`config.mk`:
```
export PLATFORM = sky130hd
export DESIGN_NAME = uart_rx_fifo
export DESIGN_NICKNAME = d
export VERILOG_FILES = /design/src/rtl/uart_rx_fifo.sv
export SDC_FILE = /design/constraint.sdc
export NUM_CORES = 1
export LEC_CHECK = 0
export CAP_MARGIN = 40
export CORE_ASPECT_RATIO = 0.7
export CORE_MARGIN = 8
export CORE_UTILIZATION = 40
export DETAILED_ROUTE_END_ITERATION = 12
export GPL_TIMING_DRIVEN = 0
export SYNTH_ARGS = -nofsm -noshare
export SYNTH_HDL_FRONTEND = slang
export SYNTH_SLANG_ARGS = --single-unit
export TNS_END_PERCENT = 20
```
`constraint.sdc`:
```
create_clock -name clk_i -period 3.8 [get_ports clk_i]
set_input_delay 0.57 -clock clk_i [delete_from_list [all_inputs] [get_ports clk_i]]
set_output_delay 0.57 -clock clk_i [all_outputs]
set_load 0.01 [all_outputs]
```
`src/rtl/uart_rx_fifo.sv`:
```
`timescale 1ns/1ps
// 8N1 UART receiver feeding a show-ahead FIFO; byte visible the cycle after its stop sample.
// No line backpressure: a byte arriving at a full FIFO without a same-cycle pop is dropped with overrun_o.

module fifo #(
    parameter int WIDTH = 8,
    parameter int DEPTH = 4
) (
    input  logic                         i_clk,
    input  logic                         i_rst_n,
    input  logic                         i_push,
    input  logic [WIDTH-1:0]             i_push_dat,
    input  logic                         i_pop,
    output logic [WIDTH-1:0]             o_pop_dat,
    output logic                         o_vld,
    output logic [$clog2(DEPTH+1)-1:0]   o_level,
    output logic                         o_overrun
);
    localparam int PTR_W = $clog2(DEPTH);
    localparam int LVL_W = $clog2(DEPTH+1);

    logic [WIDTH-1:0] r_mem [DEPTH];
    logic [PTR_W-1:0] r_wr_ptr;
    logic [PTR_W-1:0] r_rd_ptr;
    logic [LVL_W-1:0] r_level;
    logic             w_full;
    logic             w_pop;
    logic             w_push_ok;

    assign w_full    = (r_level == LVL_W'(DEPTH));
    assign w_pop     = i_pop & (r_level != '0);
    // A full FIFO still accepts a push when the head leaves in the same cycle.
    assign w_push_ok = i_push & (~w_full | w_pop);
    assign o_overrun = i_push & w_full & ~w_pop;
    assign o_pop_dat = r_mem[r_rd_ptr];
    assign o_vld     = (r_level != '0);
    assign o_level   = r_level;

    always_ff @(posedge i_clk) begin
        if (!i_rst_n) begin
            for (int i = 0; i < DEPTH; i++) r_mem[i] <= '0;
            r_wr_ptr <= '0;
            r_rd_ptr <= '0;
            r_level  <= '0;
        end else begin
            if (w_push_ok) begin
                r_mem[r_wr_ptr] <= i_push_dat;
                r_wr_ptr        <= r_wr_ptr + 1'b1;
            end
            if (w_pop) r_rd_ptr <= r_rd_ptr + 1'b1;
            r_level <= r_level + LVL_W'(w_push_ok) - LVL_W'(w_pop);
        end
    end
endmodule

module uart_rx_fifo #(
    parameter int CLK_FREQ   = 25_000_000,
    parameter int BAUDRATE   = 115200,
    parameter int FIFO_DEPTH = 4
) (
    input  logic                              clk_i,
    input  logic                              rst_ni,
    input  logic                              ser_rx,
    output logic [7:0]                        rdata_o,
    output logic                              rvalid_o,
    input  logic                              rready_i,
    output logic [$clog2(FIFO_DEPTH+1)-1:0]   level_o,
    output logic                              frame_err_o,
    output logic                              overrun_o,
    output logic                              busy_o
);
    localparam int DIV   = CLK_FREQ / BAUDRATE;
    localparam int HALF  = DIV / 2;
    localparam int CNT_W = $clog2(DIV);

    if (DIV < 4) begin : g_div_check
        $error("uart_rx_fifo: CLK_FREQ/BAUDRATE must be at least 4");
    end
    if ((FIFO_DEPTH < 2) || ((FIFO_DEPTH & (FIFO_DEPTH - 1)) != 0)) begin : g_depth_check
        $error("uart_rx_fifo: FIFO_DEPTH must be a power of 2 and at least 2");
    end

    typedef enum logic [2:0] {
        S_IDLE,
        S_START,
        S_DATA,
        S_STOP,
        S_BREAK
    } state_t;

    state_t           r_state;
    state_t           w_state_nxt;
    logic             r_sync1;
    logic             r_sync2;
    logic [CNT_W-1:0] r_cnt;
    logic [CNT_W-1:0] w_cnt_nxt;
    logic [2:0]       r_bit_idx;
    logic [2:0]       w_bit_idx_nxt;
    logic [7:0]       r_shift;
    logic [7:0]       w_shift_nxt;
    logic             w_ser_s;
    logic             w_push;
    logic             w_frame_err;

    assign w_ser_s = r_sync2;

    always_ff @(posedge clk_i) begin
        if (!rst_ni) begin
            r_sync1   <= 1'b1;
            r_sync2   <= 1'b1;
            r_state   <= S_IDLE;
            r_cnt     <= '0;
            r_bit_idx <= '0;
            r_shift   <= '0;
        end else begin
            r_sync1   <= ser_rx;
            r_sync2   <= r_sync1;
            r_state   <= w_state_nxt;
            r_cnt     <= w_cnt_nxt;
            r_bit_idx <= w_bit_idx_nxt;
            r_shift   <= w_shift_nxt;
        end
    end

    always_comb begin
        w_state_nxt   = r_state;
        w_cnt_nxt     = r_cnt + 1'b1;
        w_bit_idx_nxt = r_bit_idx;
        w_shift_nxt   = r_shift;
        w_push        = 1'b0;
        w_frame_err   = 1'b0;
        case (r_state)
            S_IDLE: begin
                w_cnt_nxt = '0;
                if (!w_ser_s) w_state_nxt = S_START;
            end
            S_START: begin
                // Recheck mid start bit so short glitches never start a frame.
                if (r_cnt == CNT_W'(HALF - 1)) begin
                    w_cnt_nxt     = '0;
                    w_bit_idx_nxt = '0;
                    w_state_nxt   = w_ser_s ? S_IDLE : S_DATA;
                end
            end
            S_DATA: begin
                if (r_cnt == CNT_W'(DIV - 1)) begin
                    w_cnt_nxt              = '0;
                    w_shift_nxt[r_bit_idx] = w_ser_s;
                    if (r_bit_idx == 3'd7) w_state_nxt = S_STOP;
                    else                   w_bit_idx_nxt = r_bit_idx + 3'd1;
                end
            end
            S_STOP: begin
                if (r_cnt == CNT_W'(DIV - 1)) begin
                    w_cnt_nxt = '0;
                    if (w_ser_s) begin
                        w_push      = 1'b1;
                        w_state_nxt = S_IDLE;
                    end else begin
                        w_frame_err = 1'b1;
                        w_state_nxt = S_BREAK;
                    end
                end
            end
            S_BREAK: begin
                // A line held low reports once, then waits for idle.
                w_cnt_nxt = '0;
                if (w_ser_s) w_state_nxt = S_IDLE;
            end
            default: begin
                w_cnt_nxt   = '0;
                w_state_nxt = S_IDLE;
            end
        endcase
    end

    fifo #(
        .WIDTH (8),
        .DEPTH (FIFO_DEPTH)
    ) u_fifo (
        .i_clk      (clk_i),
        .i_rst_n    (rst_ni),
        .i_push     (w_push),
        .i_push_dat (r_shift_push_dat()),
        .i_pop      (rready_i),
        .o_pop_dat  (rdata_o),
        .o_vld      (rvalid_o),
        .o_level    (level_o),
        .o_overrun  (overrun_o)
    );

    function automatic logic [7:0] r_shift_push_dat();
        return r_shift;
    endfunction

    assign frame_err_o = w_frame_err;
    assign busy_o      = (r_state != S_IDLE);
endmodule

```
Yosys cells after proc, flatten, opt, wreduce, memory -nomap -nowiden
Memory sizes are Yosys's and may differ from the RTL's. A register that Yosys moved wholly into a read port is not among the register bits.
Index checks and enable logic that the tools add are counted.
{"block": "word_totals", "reg_bits": 31, "latch_bits": 0, "ram_bits": 32, "romBits": 0, "inputBits": 4, "mem_count": 1}
{"block": "op_classes", "add_sub_neg": 6, "n_mul": 0, "n_div": 0, "n_lt_le_gt_ge": 2, "eq_ne": 15, "shift": 0, "muxes": 34, "n_bitwise": 7, "n_reduce_logical": 10}
{"memory": "u_fifo.r_mem", "depth": 4, "width": 8, "rd": 1, "rd_clocked_by_memory_dff": 1, "write_ports": 4, "line_no": "22", "text": "logic [WIDTH-1:0] r_mem [DEPTH];"}
{"op": "$mux W3", "count": 10}
{"op": "$mux W8", "count": 3}
{"op": "$pmux W8 S2", "count": 1}
{"op": "$pmux W3 S5", "count": 1}
{"op": "$ne A2 B2 Y1 const B", "count": 7}
{"op": "$mux W1", "count": 12}
{"op": "$eq A3 B3 Y1 const B", "count": 3}
{"op": "$add A8 B1 Y8 const B", "count": 1}
{"op": "$bwmux W8", "count": 1}
{"op": "$eq A8 B7 Y1 const B", "count": 1}
{"op": "$eq A8 B8 Y1 const B", "count": 1}
{"op": "$mux W2", "count": 4}
{"op": "$reduce_or A8 Y1", "count": 1}
{"op": "$eq A3 B2 Y1 const B", "count": 2}
{"op": "$pmux W3 S2", "count": 1}
{"op": "$reduce_and A6 Y1", "count": 1}
{"op": "$reduce_bool A3 Y1", "count": 2}
{"op": "$add A2 B1 Y2 const B", "count": 2}
{"op": "$and A1 B1 Y1", "count": 4}
{"op": "$lt A3 B4 Y1 const B", "count": 1}
{"op": "$reduce_and A4 Y1", "count": 1}
{"op": "$add A3 B1 Y3", "count": 1}
{"op": "$add A3 B1 Y3 const B", "count": 1}
{"op": "$demux W1 S3", "count": 1}
{"op": "10 further kinds", "count": 11}

Longest topological paths before layout
Gate-level depths: netlist (run 1).
{"block": "logic_depth", "ltp_word": 9, "ltp_mapped": 11}

Cells and area by module
From an unflattened synthesis (run 1), not the netlist that was laid out.
{"block": "unflattened", "cells_unflattened": 260, "area_unflattened_um2": 3034.2}
{"mod": "fifo", "n_inst": 1, "cells_per_inst": 125, "area_each_um2": 1856.8}
{"mod": "uart_rx_fifo", "n_inst": 1, "cells_per_inst": 135, "area_each_um2": 1177.4}

Worst setup path after synthesis (run 1)
Ideal clock, no wire load.
{"block": "synth_path", "kind": "flip-flop to flip-flop", "from": "register r_cnt[0]", "to": "register u_fifo.r_level[2], in the netlist u_fifo.o_level[2]", "arrival_ps": 2194, "slack_ps": 1478, "path_stages_with_launch": 12, "path_cell_list": "dfxtp_1 > inv_1 > ha_1 > nand4b_4 > nor4_4 > buf_2 > ha_1 > inv_1 > fa_1 > xor2_1 > xnor2_1 > nor2_1"}
{"block": "synth_via", "elab_chain_len": 6}
{"item": "start, declared", "line_no": "95", "text": "logic [CNT_W-1:0] r_cnt;"}
{"item": "start signal, assigned", "line_no": "119", "text": "r_cnt <= w_cnt_nxt;"}
{"item": "$eq A8 B8 Y1", "line_no": "154", "text": "if (r_cnt == CNT_W'(DIV - 1)) begin"}
{"item": "$mux W1", "line_no": "154"}
{"item": "$mux W1", "line_no": "132", "text": "case (r_state)"}
{"item": "$and A1 B1 Y1", "line_no": "33", "text": "assign w_push_ok = i_push & (~w_full | w_pop);"}
{"item": "named net u_fifo.w_push_ok", "line_no": "28", "text": "logic w_push_ok;"}
{"item": "$add A3 B1 Y3", "line_no": "51", "text": "r_level <= r_level + LVL_W'(w_push_ok) - LVL_W'(w_pop);"}
{"item": "$sub A3 B1 Y3", "line_no": "51"}
{"item": "end signal, assigned", "line_no": "51"}
{"item": "end, declared", "line_no": "25", "text": "logic [LVL_W-1:0] r_level;"}
The timed path passes the listed nets, and every way through them passes these cells.
A chain may end at the register's enable or synchronous reset.

Worst setup path after layout (run 1)
{"block": "layout_path", "from": "register r_cnt[0]", "to": "output port overrun_o"}
{"block": "layout_via", "elab_chain_len": 5}
{"item": "$eq A8 B8 Y1", "line_no": "154"}
{"item": "$mux W1", "line_no": "154"}
{"item": "$mux W1", "line_no": "132"}
{"item": "$and A1 B1 Y1 (2 in series)", "line_no": "34", "text": "assign o_overrun = i_push & w_full & ~w_pop;"}
{"item": "end, declared", "line_no": "69", "text": "output logic overrun_o,"}
No other way between the ends.

==> results of run 1 <==
[state kept, by name, indices dropped and copies added, names as in the netlist, named ones only]
signal / cells
u_fifo.r_mem: 32
r_cnt: 8
r_shift: 8
r_bit_idx: 3
r_state: 3
u_fifo.o_level: 3
u_fifo.r_rd_ptr: 2
u_fifo.r_wr_ptr: 2
r_sync1: 1
r_sync2: 1
[cells by family after synthesis]
family | Yosys count | share of synthesized area, %
buffers and inverters | 25 | 3.29
XOR/XNOR | 11 | 3.13
flip-flops | 65 | 52.6
multiplexers | 21 | 10.1
adder cells (fa/ha/maj) | 7 | 3.09
AND/OR/NAND/NOR | 130 | 26.0
AO/OA/AOI/OAI | 8 | 1.79
[synth_stat cells, drive strengths merged (6+ instances only)]
| cell type | n | area share, % |
|---|---|---|
| dfxtp | 33 | 21 |
| edfxtp | 32 | 31 |
| nor2 | 30 | 3.7 |
| and2 | 25 | 5.1 |
| mux2i | 13 | 4.2 |
| nand2 | 12 | 1.5 |
| nand3 | 11 | 1.8 |
| and3 | 10 | 2.0 |
| buf | 10 | 1.5 |
| mux4 | 8 | 5.8 |
| clkbuf | 7 | 0.85 |
| inv | 7 | 0.85 |
| nand2b | 7 | 1.4 |
| xor2 | 7 | 2.0 |
| ha | 6 | 2.4 |
[stage by stage]
step           setup WS [ps]  hold WS, ps  instance area, µm²  power (W)  utilization (%)
3_3_place_gp             784          390                3380    0.00118             45.8
5_1_grt                  871          420                3610    0.00192             48.9
6_report                1030          409                3610    0.00182             48.9
4_1_cts                 1010          413                3610    0.00185             48.9
2_1_floorplan           1480          386                3080    0.00104                -
3_5_place_dp             809          394                3380    0.00119             45.8
[routing by layer]
| layer | wire (µm) | GRT usage (%) | vias to the layer above |
|---|---|---|---|
| met1 | 3070 | 16.2 | 977 |
| li1 | - | - | 1006 |
| met5 | 0 | 0 | - |
| met4 | 44 | 4.06 | 0 |
| met2 | 2630 | 19.3 | 35 |
| met3 | 351 | 4.10 | 6 |
[worst paths after layout]
check / startpoint / endpoint
setup / recovery: r_cnt[0] / overrun_o
hold reg to reg: r_sync1 / r_sync2
setup reg to reg: r_cnt[0] / u_fifo.o_level[2]
hold / removal: r_sync1 / r_sync2
[where the power goes]
group	switching (W)	internal, W
Clock	0.000286	0.000376
Combinational	0.000152	0.000204
Sequential	0.0000288	0.000778
Total	0.000467	0.00136
[final cells by class]
cell class | instances | area, µm² | share of cell area, %
multi-input cells | 177 | 1360 | 37.6
plain buffers | 17 | 71.3 | 1.98
flip-flops and latches | 65 | 1620 | 44.9
clock inverters | 7 | 103 | 2.84
inverters | 8 | 30.0 | 0.832
clock buffers | 9 | 124 | 3.43
repair buffers | 18 | 180 | 4.99
well taps | 98 | 123 | 3.40
[worst max-delay path, delay by kind of cell (launching register included)]
kind / cells / cell delay, ps
DFF: 1 / 370
and+or+nand+nor: 4 / 650
adders and majority gates: 1 / 200
buffers and inverters: 2 / 630
[placed cells by master, fill, tap and decap left out, types with 2 or more instances in the layout]
master,instances
clkdlybuf4s50_1,18
nand2b_1,7
ha_1,6
nor2b_1,2
xor2_1,7
clkbuf_1,7
nor3b_1,5
buf_1,4
and2_1,25
clkbuf_8,9
nand4_1,4
dfxtp_1,33
a21oi_1,3
nand2_1,12
or3_1,2
nor4_1,4
nand3b_1,3
and3_1,10
clkinv_4,2
xnor2_1,4
edfxtp_1,32
buf_2,6
nor2_1,30
bufinv_16,2
and4b_1,3
inv_1,7
mux2i_1,13
nor3_1,2
mux4_2,8
inv_6,2
nand3_1,11
==> key figures, run 1 <==
STA
  – Final setup vio count: 0
  – Tmin final: 2770 ps
  – Tcrit/Tclk final: 72.8%
  – Pins over their slew limit: 0
  – RSZ-0062 raised after global routing: no
  – Worst slew pin tran: 723 ps
  – Max-slew headroom: 51.7%
  – Final Skew: 5.36 ps
  – Setup TNS: 0 ps
  – Final hold violations: 0
  – Max Freq: 361 MHz

Routing
  – 1st-iter DRT viols: 136
  – DR vias: 2,024
  – Antenna Violating Nets Remaining: 0
  – Routed len/inst: 15.3 µm
  – Aggregate routed wire length: 6100 µm
  – # DRC: 0
  – DRT Pass-1 Iters: 4
  – Vias per cell: 5.07

Worst setup path
  – CP max-delay cell: clkdlybuf4s50_1
  – CP Launch Type: register
  – Required time of the worst setup path: 3230 ps
  – CP dominant cell by count: nor2_1
  – Worst Path Max Fanout: 6
  – R2r setup slk: 1150 ps
  – Cells on worst reg2reg path: 11
  – CP Cell Sequence: inv_1, ha_1, nand4b_4, nor2_1, nand3_1, nor2_1, clkdlybuf4s50_1
  – Critical Path Max Stage Delay: 550 ps
  – Crit end category: primary output
  – Crit Path Category: register to primary output
  – CP arrival: 2200 ps

Floorplanning
  – Core area: 0.00738 mm²
  – Die height: 89.4 µm
  – Initial Util: 41.7%
  – Chip width: 121 µm
  – I/O pins: 19
  – Die area: 0.0108 mm²
  – Rows: 26

Synth
  – Post-synth EDFFs: 32
  – Mapped Nets: 278
  – Syn Inst Count: 267
  – Post-synth ARST share: 0%
  – Post-synthesis cell type count: 43
  – Avg Cell Area, Syn: 11.5 µm²
  – Synth Register Bits: 65
  – Primary FF master, synth: dfxtp_1
  – Sequential fraction of the synthesis area: 52.6%
  – Synthesized area: 0.00308 mm²
  – Synth warn: 0

Clock tree
  – Worst skew pair latency: 340 ps
  – Post-CTS Hold Buffers: 0
  – CTS Buffer Depth: 2
  – H-tree Lvls: 3
  – CTS root buffer: clkbuf_8
  – Clock sink total: 65
  – CTS Buf Count: 9
  – Clock transition at the registers of the reported paths: 70 ps
  – Setup Buffers After CTS: 0
  – Number of gates resized after cts: 0
  – CTS tree: done

Finish
  – Share of layout cells above drive strength 1: 12.3%
  – Fill count: 696
  – Final Net Count: 307
  – Post-route insts no fill: 399
  – Area Overhead vs Synth: 17.2%
  – Diodes inserted: 0

GRT
  – GRT Overall Usage: 12.5%
  – Largest net degree at the start of global routing: 14
  – First-pass GRT wire length: 10,400 µm
  – Vias in the first global route: 2,062
  – Initial antenna violation count: 0
  – Overflow after GRT: 0

Pwr
  – Worst VDD drop: 0.327 mV
  – Static leakage power: 1.35 nW
  – PwrDens: 505 mW/mm²

Placed design
  – Port Buffer Count: 18
  – Hpwl dp: 4310 µm
  – Routability cong.: 0.776
  – Dpl cells: 383

Min path
  – Hold path depth: 1
  – Worst hold path type: register to register

Run status
  – Status: completed

Run
  – Max-cap viol count: 0
No activity file was read; power rests on OpenSTA's default activity.
==> inputs of run 2 (changes only) <==
==> constraint.sdc (replaced) <==
create_clock -name clk_i -period 2.3 [get_ports clk_i]
set_input_delay 0.345 -clock clk_i [delete_from_list [all_inputs] [get_ports clk_i]]
set_output_delay 0.345 -clock clk_i [all_outputs]
set_load 0.01 [all_outputs]
==> run 2 against run 1 <==
Against the previous run: the run now ends with setup timing left; highest routed layer unchanged; critical path type is now register to register; count of clock-buffer cells in the layout unchanged; global-route usage up 0.34 points; cell count up 1.3%; routed wire length increased by 4.8%; power increased by 61%.
==> key figures, run 2 (same netlist as run 1, synthesis figures left out) <==
Run status
  – Status: finished with violations
  – Failing checks: setup timing

STA
  – Max-slew headroom: 52.2% (+0.48 points)
  – Final Skew: 9.38 ps (+4.02 ps)
  – Max Freq: 421 MHz
  – Final setup vio count: 1 (+1)
  – Pins over their slew limit: 0 (unchanged)
  – Final Hold Slack: 410 ps (+1.06 ps)
  – RSZ-0062 raised after global routing: yes
  – Final hold violations: 0 (unchanged)
  – Tmin final: 2380 ps
  – Tcrit/Tclk final: 103%
  – Final worst slack: -75.1 ps (-1110 ps)
  – Worst slew pin tran: 716 ps (-7.21 ps)

Finish
  – Most frequent cells in the layout: edfxtp_1, dfxtp_1, nor2_1
  – Largest reg by FF count: u_fifo.r_mem
  – Largest register FFs: 32 (unchanged)
  – Diodes inserted: 0 (unchanged)
  – Util after Layout: 50.0% (+1.1 points)
  – Final Net Count: 312 (+1.6%)
  – Top Registers: u_fifo.r_mem (32), r_cnt (8), r_shift (8)
  – Most common library cell in the layout ignoring fill and taps: edfxtp_1
  – Share of layout cells above drive strength 1: 19.0% (+6.7 points)
  – Area Overhead vs Synth: 19.9%

Routing
  – # DRC: 0 (unchanged)
  – Antenna Violating Nets Remaining: 0 (unchanged)
  – DR vias: 2,047 (+1.1%)
  – Routed len/inst: 15.8 µm (+3.5%)
  – 1st-iter DRT viols: 139 (+2.2%)
  – Vias per cell: 5.07 (-0.12%)
  – Aggregate routed wire length: 6390 µm (+4.8%)
  – DRT Pass-1 Iters: 4 (unchanged)

Clock tree
  – Clock sink total: 65 (unchanged)
  – CTS root buffer: clkbuf_8
  – CTS Buffer Depth: 2 (unchanged)
  – Post-CTS Hold Buffers: 0 (unchanged)
  – Worst skew pair latency: 350 ps (about the same)
  – CTS Buf Count: 9 (unchanged)
  – CTS tree: done
  – H-tree Lvls: 3 (unchanged)
  – Clock transition at the registers of the reported paths: 80 ps (about the same)

GRT
  – Initial antenna violation count: 0 (unchanged)
  – GR met3 Demand/Resource: 5.43% (+1.3 points)
  – Vias in the first global route: 2,038 (-1.2%)
  – Gr busiest metal: met2
  – First-pass GRT wire length: 10,600 µm (+1.6%)
  – Overflow after GRT: 0 (unchanged)
  – GRT Overall Usage: 12.8% (+0.34 points)
  – Grt met2 use: 18.9% (-0.40 points)
  – Met1 GRT Util: 16.7% (+0.51 points)
  – Largest net degree at the start of global routing: 13 (-1)

Min path
  – Worst hold path type: register to register
  – Hold path depth: 1 (unchanged)
  – Hold Path End: r_sync2
  – Min-delay src: r_sync1

Worst setup path
  – Cells on worst reg2reg path: 11 (unchanged)
  – Worst Path Max Fanout: 6 (unchanged)
  – Critical Path Max Stage Delay: 460 ps (-90 ps)
  – Worst r2r src: r_cnt[0]
  – Required time of the worst setup path: 2530 ps (-700 ps)
  – CP Launch Type: register
  – CP arrival: 2600 ps (+400 ps)
  – Crit Path Category: register to register
  – Crit end category: register
  – Worst flop-to-flop path endpoint: u_fifo.o_level[2]
  – CP max-delay cell: nor4_4
  – R2r setup slk: -80 ps (-1230 ps)
  – CP Cell Sequence: inv_2, ha_4, nand4b_4, nor4_4, buf_6, ha_4, inv_2, fa_2, xor2_1, xnor2_1, nor2_1

Floorplanning
  – Rows: 26 (unchanged)
  – I/O pins: 19 (unchanged)
  – Core area: 0.00738 mm² (unchanged)
  – Die height: 89.4 µm (unchanged)
  – Initial Util: 41.7% (unchanged)
  – Chip width: 121 µm (unchanged)
  – Die area: 0.0108 mm² (unchanged)

Run
  – Max-cap viol count: 0 (unchanged)

Pwr
  – PwrDens: 794 mW/mm² (+57%)
  – Static leakage power: 1.39 nW (+3.0%)
  – Worst VDD drop: 0.579 mV (+77%)

Placed design
  – Hpwl dp: 4310 µm (-0.12%)
  – Routability cong.: 0.749 (-3.4%)
  – Port Buffer Count: 18 (unchanged)
-- run 2: repair_timing --
action                                  4_1_cts  5_1_grt
buffers inserted                              1        5
gates resized for setup                       9       25
endpoints found under the setup margin       36       36
gates cloned                                  0        0
pin swaps                                     0        5
-- run 2: critical path, delay by kind of cell (launching register included) --
kind	cells	cell delay, ps
adder cells (fa/ha/maj)	3	610
buffers and inverters	3	270
AND/OR/NAND/NOR	3	680
XOR/XNOR	2	310
flip-flops	1	370
-- run 2: how the worst max path moves through the flow --
| stage | start | to | depth (start not counted) |
|---|---|---|---|
| 5_1_grt | r_cnt[1] | u_fifo.o_level[2] | 11 |
| 4_1_cts | r_cnt[0] | u_fifo.o_level[2] | 11 |
| 3_3_place_gp | rst_ni | u_fifo.r_mem[0][3] | 5 |
| 3_5_place_dp | rst_ni | u_fifo.r_mem[0][3] | 5 |
| 6_report | r_cnt[0] | u_fifo.o_level[2] | 11 |
| 2_1_floorplan | r_state[2] | u_fifo.o_level[2] | 10 |
-- run 2: per-stage QoR --
step	worst slack [ps]	total power [W]	instances	cell area [µm²]	setup TNS (ps)
after floorplan	45.9	0.00171	267	3080	0
after global placement	-487	0.00195	383	3380	-8920
after detailed placement	-484	0.00197	383	3380	-9560
after CTS	-187	0.00294	400	3600	-187
after global routing	-212	0.00309	404	3690	-386
final	-75.1	0.00293	404	3690	-75.1
-- run 2: per-layer routing --
metal	wire length, µm	part of all wire [%]
met4	87	1.4
met1	3220	50
met5	0	0
met3	406	6.4
met2	2680	42
-- run 2: power breakdown --
group          switching [W]  internal [W]  leakage [nW]  total [W]
logic               0.000269      0.000360         0.711   0.000630
registers          0.0000508       0.00128         0.578    0.00133
clock network       0.000470      0.000500        0.0994   0.000969
-- run 2: final cells by class --
| cell class | instances | area [µm²] |
|---|---|---|
| plain buffers | 16 | 86.3 |
| multi-input cells | 177 | 1410 |
| well taps | 98 | 123 |
| flip-flops and latches | 65 | 1630 |
| clock buffers | 9 | 124 |
| repair buffers | 24 | 218 |
| fillers | 686 | 3690 |
| inverters | 8 | 32.5 |
| clock inverters | 7 | 70.1 |
==> variant 1 (config.mk and constraints of run 2) <==
Set the parameter `CLK_FREQ` to 6_250_000 (it was 25_000_000).
--- a/src/rtl/uart_rx_fifo.sv
+++ b/src/rtl/uart_rx_fifo.sv
@@ -54,7 +54,7 @@
 endmodule
 
 module uart_rx_fifo #(
-    parameter int CLK_FREQ   = 25_000_000,
+    parameter int CLK_FREQ   = 6_250_000,
     parameter int BAUDRATE   = 115200,
     parameter int FIFO_DEPTH = 4
 ) (
Check against the original RTL: no difference found for any inputs over 10 cycles, from zero or initial values and one cycle with rst_ni low; that may be too few to reach the edited logic, so the function may still have changed.
==> variant 1 against run 2 <==
Wire length decreased by 8.0%; cell area decreased by 0.54%; total power increased by 7.9%; critical path depth unchanged; non-clock buffer count decreased by 2; clock skew fell by 3.8 ps; area after synthesis decreased by 3.0%; sequential cell count shrank 2; setup slack gained 160 ps; largest cell class unchanged; die area down 2.5%; global-route usage is 0.72 points lower.
==> variant 1: results (changes against run 2) <==
outcome: "finished clean"
critical_path.top_delay_family: "adder cells"
grt_pass1_vias: 1994  # -2.2%
peakVddDrop_uv: 547  # -5.6%
finalCritPeriodShare: 0.962  # -0.0703
dp_hpwl_um: 4090  # -5.1%
synth_area_leaders: "edfxtp_1 (32%), dfxtp_1 (21%), and2_1 (6.7%)"
ys_types: 48  # +12%
synth_common_cells: "and2_1 (32), edfxtp_1 (32), dfxtp_1 (31)"
fin_skew_ps: 5.56  # -3.82 ps
largest_registers: "u_fifo.r_mem (32), r_shift (8), r_cnt (6)"
p_per_area_nw_per_um2: 861  # +8.5%
finalNetCount: 295  # -5.4%
switching_share: 0.248  # -0.0216
p_clk_frac: 0.373  # +0.042
drt-met1-wl_um: 2970  # -7.8%
wl_per_cell_um: 15.2  # -3.7%
tightest_slew_ps: 528  # -188 ps
cts_resized: 10  # +1
ys_ff_latch: 63  # -3.1%
num-nonclk-inverters: 7  # -1
met1_usage: 0.158  # -0.00931
placed_area_um2: 3290  # -2.7%
grt_usage: 0.121  # -0.00723
reg2reg_setup_slack_ps: 90  # +160 ps
grt_pass1_wl_um: 9920  # -6.1%
postCtsSetupRepairBufs: 4  # +3
cp.arrival_ps: 2450  # -150 ps
clk_share: 0.0664  # +0.0139
viasPerCell: 5.08  # +0.21%
slowest_delay_ps: 350  # -110 ps
fillCellCount: 649  # -5.4%
use_met3: 0.0504  # -0.00391
grt_use_met2: 0.183  # -0.00649
area_share_nonclk_buffers: 0.0872  # +0.00488
ff_latch_area_um2: 1590  # -2.4%
syn-cell-area_um2: 2990  # -3.0%
variant 1: cell types whose count changed after synthesis, sizes merged, moves of 3 or more:
cell / run 2 / this run
and2: 25 / 32
buf: 10 / 6
nand3: 11 / 8
nor2: 30 / 12
nor4: 5 / 2
xor2: 7 / 4
variant 1: cells by family (layout without fill, tap and decap cells):
family          after synthesis  count (layout)  share of synthesized area
simple gates                114             114                      0.251
flops                        63              63                      0.529
mux                          20              20                      0.100
buf+inv                      18              61                     0.0247
compound gates               13              13                     0.0326
xor+xnor                      9               9                     0.0264
fa+ha+maj                     8               8                     0.0360
variant 1: metrics by stage:
stage | total power [W] | instances | setup slack, ps | hold WS (ps) | TNS (ps)
floorplan | 0.00174 | 245 | 66.4 | 386 | 0
global placement | 0.00200 | 361 | -321 | 389 | -8390
detailed placement | 0.00201 | 361 | -405 | 401 | -10600
CTS | 0.00319 | 381 | -74.2 | 419 | -398
global route | 0.00333 | 386 | -95.4 | 438 | -118
finish | 0.00316 | 386 | 86.5 | 416 | 0
==> variant 2 (flow settings as in run 2) <==
Made on the original files. Register the output `level_o`; this adds one clock of latency there. The other outputs are not delayed to match.
--- a/src/rtl/uart_rx_fifo.sv
+++ b/src/rtl/uart_rx_fifo.sv
@@ -73,6 +73,8 @@
     localparam int HALF  = DIV / 2;
     localparam int CNT_W = $clog2(DIV);
 
+    logic [$clog2(FIFO_DEPTH+1)-1:0] level_d;
+
     if (DIV < 4) begin : g_div_check
         $error("uart_rx_fifo: CLK_FREQ/BAUDRATE must be at least 4");
     end
@@ -185,7 +187,7 @@
         .i_pop      (rready_i),
         .o_pop_dat  (rdata_o),
         .o_vld      (rvalid_o),
-        .o_level    (level_o),
+        .o_level    (level_d),
         .o_overrun  (overrun_o)
     );
 
@@ -195,5 +197,9 @@
 
     assign frame_err_o = w_frame_err;
     assign busy_o      = (r_state != S_IDLE);
+    always_ff @(posedge clk_i) begin
+        level_o <= level_d;
+    end
+
 endmodule
 
Formal check against the unedited RTL: no difference found for any inputs over 10 cycles, from zero or initial values and one cycle with rst_ni low; that may be too few to reach the edited logic, so the function may still have changed.
==> variant 2 against run 2 <==
Cell count grew 1.5%; wire length is 4.6% lower; setup slack gained 120 ps; non-clock buffer count decreased by 4; total power rose by 3.3%; count of clock-buffer cells in the layout stayed put; combinational power decreased by 5.2%; sequential cell count up 3; cell area up 1.3%; area after synthesis is 1.0% higher; first-iteration DRC count is 34% lower; via count fell by 0.24%; critical path type unchanged; critical endpoint unchanged.
==> variant 2: results (changes against run 2) <==
multi_input_area_share: 0.376  # -0.00632
synth_area_leaders: "edfxtp_1 (31%), dfxtp_1 (23%), and2_1 (6.6%)"
final_cells: 410  # +1.5%
ff_latch_area_um2: 1690  # +3.8%
fillCellCount: 726  # +5.8%
reg2reg_setup_slack_ps: 50  # +120 ps
viasPerCell: 4.98  # -1.7%
area_share_nonclk_buffers: 0.0766  # -0.00575
grt_usage: 0.122  # -0.00651
clk-power_w: 0.000947  # -2.3%
synthMuxAreaShare: 0.0707  # -0.0300
grt_pass1_wl_um: 10400  # -1.4%
dieArea_um2: 10900  # +0.86%
grt_pass1_vias: 2134  # +4.7%
p_switching_w: 0.000796  # +0.70%
ys_types: 50  # +16%
path_max_fanout: 10  # +4
peakVddDrop_uv: 539  # -6.9%
synth_fa_ha_area_frac: 0.0305  # -0.000310
drt_first_iter_violations: 92  # -34%
routed_wl_um: 6100  # -4.6%
slowest_delay_ps: 610  # +150 ps
clk_share: 0.0508  # -0.00169
place_congestion: 0.800  # +6.8%
dp_cells: 387  # +1.0%
placed_area_um2: 3440  # +1.7%
num-nonclk-inverters: 11  # +3
synthCells: 266  # -0.37%
dp_hpwl_um: 4320  # +0.41%
cp_slowest_cell: "or4_4"
cts_resized: 27  # +18
pre_cts_ws_ps: -721  # -237 ps
finalCritPeriodShare: 0.978  # -0.0543
outcome: "finished clean"
clock-root-buffer: "clkbuf_8"
numCtsBuffers: 9  # unchanged
slew_headroom: 0.617  # +0.0959
ys_seq_area_frac: 0.540  # +0.0140
seq_power_w: 0.00149  # +12%
postCtsSetupRepairBufs: 6  # +5
ys_ff_latch: 68  # +4.6%
holdWs_ps: 407  # -2.80 ps
n_all_buffers: 36  # -10%
fin_skew_ps: 5.80  # -3.58 ps
synth_compound_area_frac: 0.0555  # +0.0376
syn-num-nets: 277  # -0.36%
cp.arrival_ps: 2470  # -130 ps
ctsHtreeMaxLevel: 3  # unchanged
p_per_area_nw_per_um2: 810  # +2.0%
synth_common_cells: "dfxtp_1 (36), and2_1 (33), edfxtp_1 (32)"
multi_input_cells: 178  # +0.56%
leakagePower_nw: 1.35  # -3.0%
synth_xor_area_frac: 0.0309  # -0.000314
final_layout_size_suffix_gt1_frac: 0.214  # +0.0240
==> variant 2: routing by layer <==
layer,track usage,up-vias,wire (um)
met5,0,-,0
met4,0.0307,0,47
met3,0.0531,6,311
met2,0.190,28,2790
met1,0.150,980,2950
li1,-,1028,-
==> variant 2: final timing paths <==
check / from / to / cells past startpoint
max: r_state[1]$_SDFFE_PN0P_ / u_fifo.o_level[2]$_SDFF_PN0_ / 10
min: r_sync1$_SDFF_PN1_ / r_sync2$_SDFF_PN1_ / 1
max reg2reg: r_state[1]$_SDFFE_PN0P_ / u_fifo.o_level[2]$_SDFF_PN0_ / 10
min reg2reg: r_sync1$_SDFF_PN1_ / r_sync2$_SDFF_PN1_ / 1
==> variant 2: critical path: cells and delay by family (launching register included) <==
| kind | cells | cell delay [ps] |
|---|---|---|
| buf+inv | 3 | 280 |
| fa+ha+maj | 2 | 470 |
| flops | 1 | 310 |
| xor+xnor | 2 | 300 |
| simple gates | 3 | 780 |
